$ cat config.mk
export PLATFORM = sky130hd
export DESIGN_NAME = rtc_time_setter
export DESIGN_NICKNAME = d
export VERILOG_FILES = /design/src/rtl/rtc_time_setter_pkg.sv /design/src/rtl/rtc_time_setter_key_debounce.sv /design/src/rtl/rtc_time_setter.sv
export SDC_FILE = /design/constraint.sdc
export NUM_CORES = 1
export LEC_CHECK = 0
export BUFFER_PORTS_ARGS = -buffer_cell sky130_fd_sc_hd__buf_2
export CAP_MARGIN = 0
export CORE_ASPECT_RATIO = 0.6
export CORE_UTILIZATION = 30
export DETAILED_ROUTE_END_ITERATION = 6
export HOLD_SLACK_MARGIN = 0.05
export REMOVE_ABC_BUFFERS = 1
export SKIP_LAST_GASP = 1
export SYNTH_ARGS = -nofsm -noshare
export SYNTH_HDL_FRONTEND = slang
export SYNTH_HIERARCHICAL = 1
export SYNTH_SLANG_ARGS = --single-unit
export TNS_END_PERCENT = 50
$ cat constraint.sdc
create_clock -name CLOCK2_50 -period 2 [get_ports CLOCK2_50]
set_clock_uncertainty 0.1 [all_clocks]
set_input_delay 0.1 -clock CLOCK2_50 [delete_from_list [all_inputs] [get_ports CLOCK2_50]]
set_output_delay 0.1 -clock CLOCK2_50 [all_outputs]
set_load 0.02 [all_outputs]
$ cat src/rtl/rtc_time_setter_pkg.sv
// rtc_time_setter_pkg
//   Shared definitions for the time-setting front end: FSM state encoding,
//   BCD digit limits, blank-mask bit positions and the mod-60 BCD increment.
package rtc_time_setter_pkg;

    typedef enum logic [1:0] {
        IDLE,
        EDIT_MIN,
        EDIT_SEC,
        COMMIT
    } state_t;

    localparam logic [3:0] LOW_MAX  = 4'd9;
    localparam logic [3:0] HIGH_MAX = 4'd5;

    // blank mask layout is {mh, ml, sh, sl}
    localparam int unsigned BLANK_SL = 0;
    localparam int unsigned BLANK_SH = 1;
    localparam int unsigned BLANK_ML = 2;
    localparam int unsigned BLANK_MH = 3;

    // {high, low} BCD field, counts 00..59 and wraps 59 -> 00
    function automatic logic [7:0] bcd_inc60(input logic [7:0] field);
        logic [3:0] hi;
        logic [3:0] lo;
        hi = field[7:4];
        lo = field[3:0];
        if (lo == LOW_MAX) begin
            lo = '0;
            hi = (hi == HIGH_MAX) ? 4'd0 : hi + 4'd1;
        end else begin
            lo = lo + 4'd1;
        end
        return {hi, lo};
    endfunction

endpackage

$ cat src/rtl/rtc_time_setter_key_debounce.sv
// key_debounce
//   Synchronises one asynchronous raw key, debounces it and emits a one-cycle
//   pulse when the accepted level rises. Releases produce no pulse.
// Ports:
//   clk    in   clock
//   rst    in   asynchronous active-high reset
//   raw    in   raw key level, active-high, asynchronous
//   press  out  one-cycle press pulse (registered)
module key_debounce #(
    parameter int unsigned DEBOUNCE_CYCLES = 1_000_000
) (
    input  logic clk,
    input  logic rst,
    input  logic raw,
    output logic press
);

    localparam int CNT_W = $clog2(DEBOUNCE_CYCLES + 1);

    logic [1:0]       sync;
    logic             level;
    logic [CNT_W-1:0] cnt;

    // cnt counts consecutive synced samples that disagree with the accepted
    // level; any sample agreeing with the level restarts the count.
    always_ff @(posedge clk or posedge rst) begin
        if (rst) begin
            sync  <= '0;
            level <= 1'b0;
            cnt   <= '0;
            press <= 1'b0;
        end else begin
            sync  <= {sync[0], raw};
            press <= 1'b0;
            if (sync[1] == level) begin
                cnt <= '0;
            end else if (cnt == CNT_W'(DEBOUNCE_CYCLES - 1)) begin
                cnt   <= '0;
                level <= sync[1];
                press <= sync[1];
            end else begin
                cnt <= cnt + CNT_W'(1);
            end
        end
    end

endmodule

$ cat src/rtl/rtc_time_setter.sv
// rtc_time_setter
//   Three-key editor for a minutes:seconds preset. mode enters/commits edit,
//   sel toggles the edited field, inc advances it mod 60. Commit pulses load
//   for one cycle. The edited field blinks through the blank mask.
// Ports:
//   CLOCK2_50          in   clock
//   reset              in   asynchronous active-high reset
//   key_mode/sel/inc   in   raw keys, active-high, asynchronous
//   ml, mh, sl, sh     out  edited BCD digits
//   load               out  one-cycle preset strobe
//   editing            out  high in EDIT_MIN / EDIT_SEC
//   blank              out  per-digit blank {mh, ml, sh, sl}, 1 = dark
module rtc_time_setter
    import rtc_time_setter_pkg::*;
#(
    parameter int unsigned DEBOUNCE_CYCLES = 1_000_000,
    parameter int unsigned BLINK_CYCLES    = 12_500_000
) (
    input  logic       CLOCK2_50,
    input  logic       reset,
    input  logic       key_mode,
    input  logic       key_sel,
    input  logic       key_inc,
    output logic [3:0] ml,
    output logic [3:0] mh,
    output logic [3:0] sl,
    output logic [3:0] sh,
    output logic       load,
    output logic       editing,
    output logic [3:0] blank
);

    localparam int BLINK_W = $clog2(BLINK_CYCLES + 1);

    logic               mode_ev;
    logic               sel_ev;
    logic               inc_ev;
    state_t             state;
    logic [BLINK_W-1:0] blink_cnt;
    logic               phase;

    key_debounce #(.DEBOUNCE_CYCLES(DEBOUNCE_CYCLES)) u_mode (
        .clk(CLOCK2_50), .rst(reset), .raw(key_mode), .press(mode_ev)
    );
    key_debounce #(.DEBOUNCE_CYCLES(DEBOUNCE_CYCLES)) u_sel (
        .clk(CLOCK2_50), .rst(reset), .raw(key_sel), .press(sel_ev)
    );
    key_debounce #(.DEBOUNCE_CYCLES(DEBOUNCE_CYCLES)) u_inc (
        .clk(CLOCK2_50), .rst(reset), .raw(key_inc), .press(inc_ev)
    );

    // Priority mode > sel > inc: the if/else chain discards the losers.
    always_ff @(posedge CLOCK2_50 or posedge reset) begin
        if (reset) begin
            state     <= IDLE;
            ml        <= '0;
            mh        <= '0;
            sl        <= '0;
            sh        <= '0;
            load      <= 1'b0;
            editing   <= 1'b0;
            blink_cnt <= '0;
            phase     <= 1'b0;
        end else begin
            load <= 1'b0;
            case (state)
                IDLE: begin
                    blink_cnt <= '0;
                    phase     <= 1'b0;
                    if (mode_ev) begin
                        state   <= EDIT_MIN;
                        editing <= 1'b1;
                    end
                end
                EDIT_MIN, EDIT_SEC: begin
                    if (mode_ev) begin
                        state     <= COMMIT;
                        load      <= 1'b1;
                        editing   <= 1'b0;
                        blink_cnt <= '0;
                        phase     <= 1'b0;
                    end else if (sel_ev) begin
                        state     <= (state == EDIT_MIN) ? EDIT_SEC : EDIT_MIN;
                        blink_cnt <= '0;
                        phase     <= 1'b0;
                    end else if (inc_ev) begin
                        if (state == EDIT_MIN) begin
                            {mh, ml} <= bcd_inc60({mh, ml});
                        end else begin
                            {sh, sl} <= bcd_inc60({sh, sl});
                        end
                        blink_cnt <= '0;
                        phase     <= 1'b0;
                    end else if (blink_cnt == BLINK_W'(BLINK_CYCLES - 1)) begin
                        blink_cnt <= '0;
                        phase     <= ~phase;
                    end else begin
                        blink_cnt <= blink_cnt + BLINK_W'(1);
                    end
                end
                COMMIT: begin
                    state     <= IDLE;
                    blink_cnt <= '0;
                    phase     <= 1'b0;
                end
                default: begin
                    state   <= IDLE;
                    editing <= 1'b0;
                end
            endcase
        end
    end

    always_comb begin
        blank = '0;
        if (phase) begin
            case (state)
                EDIT_MIN: begin
                    blank[BLANK_MH] = 1'b1;
                    blank[BLANK_ML] = 1'b1;
                end
                EDIT_SEC: begin
                    blank[BLANK_SH] = 1'b1;
                    blank[BLANK_SL] = 1'b1;
                end
                default: ;
            endcase
        end
    end

endmodule

==> results.md <==
* Syn avg cell area at 10.6 µm²
* Total Wirelength at 13400 µm
* Share of cells above drive strength 1 at 26.4%
* Synth unique cells at 54
* Sequential share of the synthesized area at 48.9%
* PortBufs at 26
* Ant diodes at 0
* Peak VDD IR at 0.601 mV
* Final core utilization at 39.5%
* # DRC at 0
* Global route total overflow at 0
* Final setup viols at 0
* Die X-Extent at 184 µm
* Vias per cell at 4.82
* Die height at 111 µm
* Final period utilization at 98.4%
* Root Driver: clkbuf_16
* Yosys warns at 6
* Area growth syn-to-layout at 27.3%
* Worst Tran Pin Value at 0.640 ns
* FF+latch count, synth at 117
* WL/cell at 14.1 µm
* Post-Layout Cell Count at 947
* ANT nets after route at 0
* CP Launch Type: flop
* Final hold viol count at 0
* Via Count at 4569
* Internal cell power at 4.43 mW
* Clock Power Share at 55.9%
* Clock sinks at 117
* Vias in the first global route at 4327
* Worst endpoint data arrival time at 2.17 ns
* Num CTS Buffers at 17
* # IOs at 27
* Worst path required time at 2.20 ns
* Max Slew Vio Count at 0
* Placed insts at 904
* Tightest Hold Check Type: input port to asynchronous set/reset pin
* HPWL after detailed placement at 9090 µm
* Achievable Freq at 0.508 GHz
* Clock buffer depth at 2
* All-Layer GR Usage at 13.7%
* Setup CP Type: flop to flop
* Pwr per Cell Area at 756 nW/µm²
* Post-synth ARST share at 100%
* Reg area at 2930 µm²
* Syn Inst Count at 562
* Leak at 3.26 nW
* Post-synth EDFFs at 0
* Register share of total power at 41.8%
* Worst setup EP type: flop
* Rel. slew slack at 57.3%
* DRT iter0 DRCs at 329
* Switch share at 23.1%
* Synth Cell Area at 5980 µm²
* Core ar. at 19300 µm²
* Clock Latency Late Sink at 0.42 ns
* Initial core utilization at 31.0%
* Status: finished clean
* Row cnt at 39
* Die ar. at 20500 µm²
* GPL Wtd Cong at 0.812
* First-pass GRT wire length at 22400 µm
* Drt pass-1 iters at 4
* Multi-input logic area at 2940 µm²
* Maxcap violations at 0
* CTS tree: yes
* Logic pwr share at 2.3%
* Nets@finish at 681
* RSZ-0062 raised after global routing: true
* Total power at 5.76 mW
* Clock transition at path regs at 0.06 ns
* Largest net degree at the start of global routing at 31
* Fillcell total at 1902
* Sw Pwr at 1.33 mW
* Initial antenna violation count at 0
* Post-route minimum period at 1.97 ns
* Commonest register cell after synthesis: dfrtp_1
* Max H-tree Level at 4
* CP max FO at 4
==> metal layers <==
| metal | vias up | wire length (µm) | GRT usage (%) |
|---|---|---|---|
| li1 | 2256 | - | - |
| met1 | 2210 | 7520 | 22.4 |
| met5 | - | 0 | 0 |
| met2 | 97 | 5160 | 16.9 |
| met4 | 0 | 89 | 4.67 |
| met3 | 6 | 591 | 3.27 |
==> cells in the mapped netlist, types with 2 or more instances <==
library cell	number	share of area, %
or4_4	4	0.75
nor4_1	5	0.52
mux2i_1	4	0.67
and4_1	8	1.2
nor2_1	56	3.5
nor2b_1	4	0.42
mux2_4	3	0.75
o41ai_4	3	1.4
inv_1	18	1.1
nor4_2	7	1.5
nand4_2	6	1.3
or3_1	8	0.84
and3_1	12	1.3
o21ai_0	12	1.0
or3_4	3	0.56
ha_1	8	1.7
and2_1	5	0.52
mux2_2	2	0.38
o21bai_1	2	0.25
nor4bb_1	4	0.67
o31ai_1	15	1.9
nand4_1	14	1.5
clkbuf_1	4	0.25
xor2_1	31	4.5
nand4bb_1	3	0.56
nand3_2	6	1.0
nor3_1	22	1.8
nand2_1	32	2.0
or2_1	3	0.31
buf_4	5	0.63
a21o_1	2	0.25
a211oi_1	9	1.1
dfrtp_1	117	49
a31oi_1	2	0.21
or4_1	14	1.8
a21oi_1	20	1.7
nand2b_1	5	0.52
buf_6	3	0.56
nor3b_1	6	0.75
xnor2_1	31	4.5
nand3_1	31	2.6
==> through the flow <==
step	setup TNS (ns)	setup slack, ns	cell area, µm²	hold WS (ns)
after CTS	0	0.00215	7490	0.199
after global routing	-0.613	-0.0420	7620	0.217
after global placement	0	0.0804	6830	0.109
after floorplan	-9.00	-0.483	5860	0.0146
after detailed placement	0	0.0175	6830	0.110
final	0	0.0323	7620	0.208
==> cells in the final DEF (no fill, tap or decap), drive strengths merged, types with 4 or more instances in the layout <==
cell	instances
nand2b	5
nand2	32
and2	5
o21ai	12
mux2	5
and4	9
dlygate4sd3	4
nor4bb	4
xnor2	31
or3	11
dfrtp	117
nand4	21
buf	97
nor3b	6
nor4	12
mux2i	4
ha	8
nor3	22
a211oi	10
o31ai	15
xor2	31
or4	18
a21oi	20
inv	25
and3	13
nand3	37
nor2	56
clkbuf	17
nor2b	4
==> state kept, by name, indices dropped and copies added, names as in the netlist <==
name,cells
load,1
u_sel/cnt,20
u_mode/level,1
state,2
u_mode/cnt,20
u_inc/press,1
u_mode/sync,2
u_inc/sync,2
u_mode/press,1
u_sel/level,1
u_inc/level,1
phase,1
editing,1
u_sel/sync,2
mh,4
sl,4
u_inc/cnt,20
ml,4
blink_cnt,24
sh,4
u_sel/press,1
==> cells by family after synthesis <==
| kind of cell | after synthesis | synth area share [%] |
|---|---|---|
| AO/OA/AOI/OAI | 70 | 8.53 |
| multiplexers | 9 | 1.80 |
| AND/OR/NAND/NOR | 263 | 26.7 |
| buffers and inverters | 33 | 3.24 |
| flip-flops | 117 | 48.9 |
| XOR/XNOR | 62 | 9.08 |
| adder cells (fa/ha/maj) | 8 | 1.67 |
==> worst paths after layout <==
kind	endpoint	slack, ns	startpoint	cells past startpoint
hold / removal	u_sel/cnt[13]	0.21	reset	4
max in group asynchronous	blink_cnt[8]	0.95	reset	4
hold reg to reg	u_mode/sync[1]	0.25	u_mode/sync[0]	0
setup / recovery	u_mode/level	0.03	u_mode/cnt[10]	4
setup reg to reg	u_mode/level	0.03	u_mode/cnt[10]	4
min in group CLOCK2_50	u_mode/sync[0]	0.23	key_mode	2
==> critical path: stages (launching register included) <==
cell,delay (ns)
dfrtp_1,0.38
nor4_2,0.30
nand4_2,0.19
or4_4,0.56
mux2_4,0.32
==> power by group through the flow <==
stage / combinational (mW) / sequential [mW] / clock, mW
CTS: 0.139 / 2.41 / 3.29
global route: 0.155 / 2.41 / 3.42
detailed placement: 0.132 / 2.45 / 0
floorplan: 0.0788 / 2.44 / 0
global placement: 0.132 / 2.45 / 0
finish: 0.134 / 2.41 / 3.22
==> timing repair <==
action	4_1_cts	5_1_grt
resized for setup	0	15
endpoints found under the setup margin	0	34
hold buffers	4	0
endpoints found under the hold margin	103	0
buffers inserted	0	6
==> area by class of cell <==
cell class	count	share of cell area [%]
sequential	117	38.4
inverter	18	0.887
tap	266	4.37
clock inverter	15	2.56
multi-input combinational	412	38.6
clock buffer	17	5.58
timing repair buffer	102	9.54
Power figures use the tool's default switching activity.
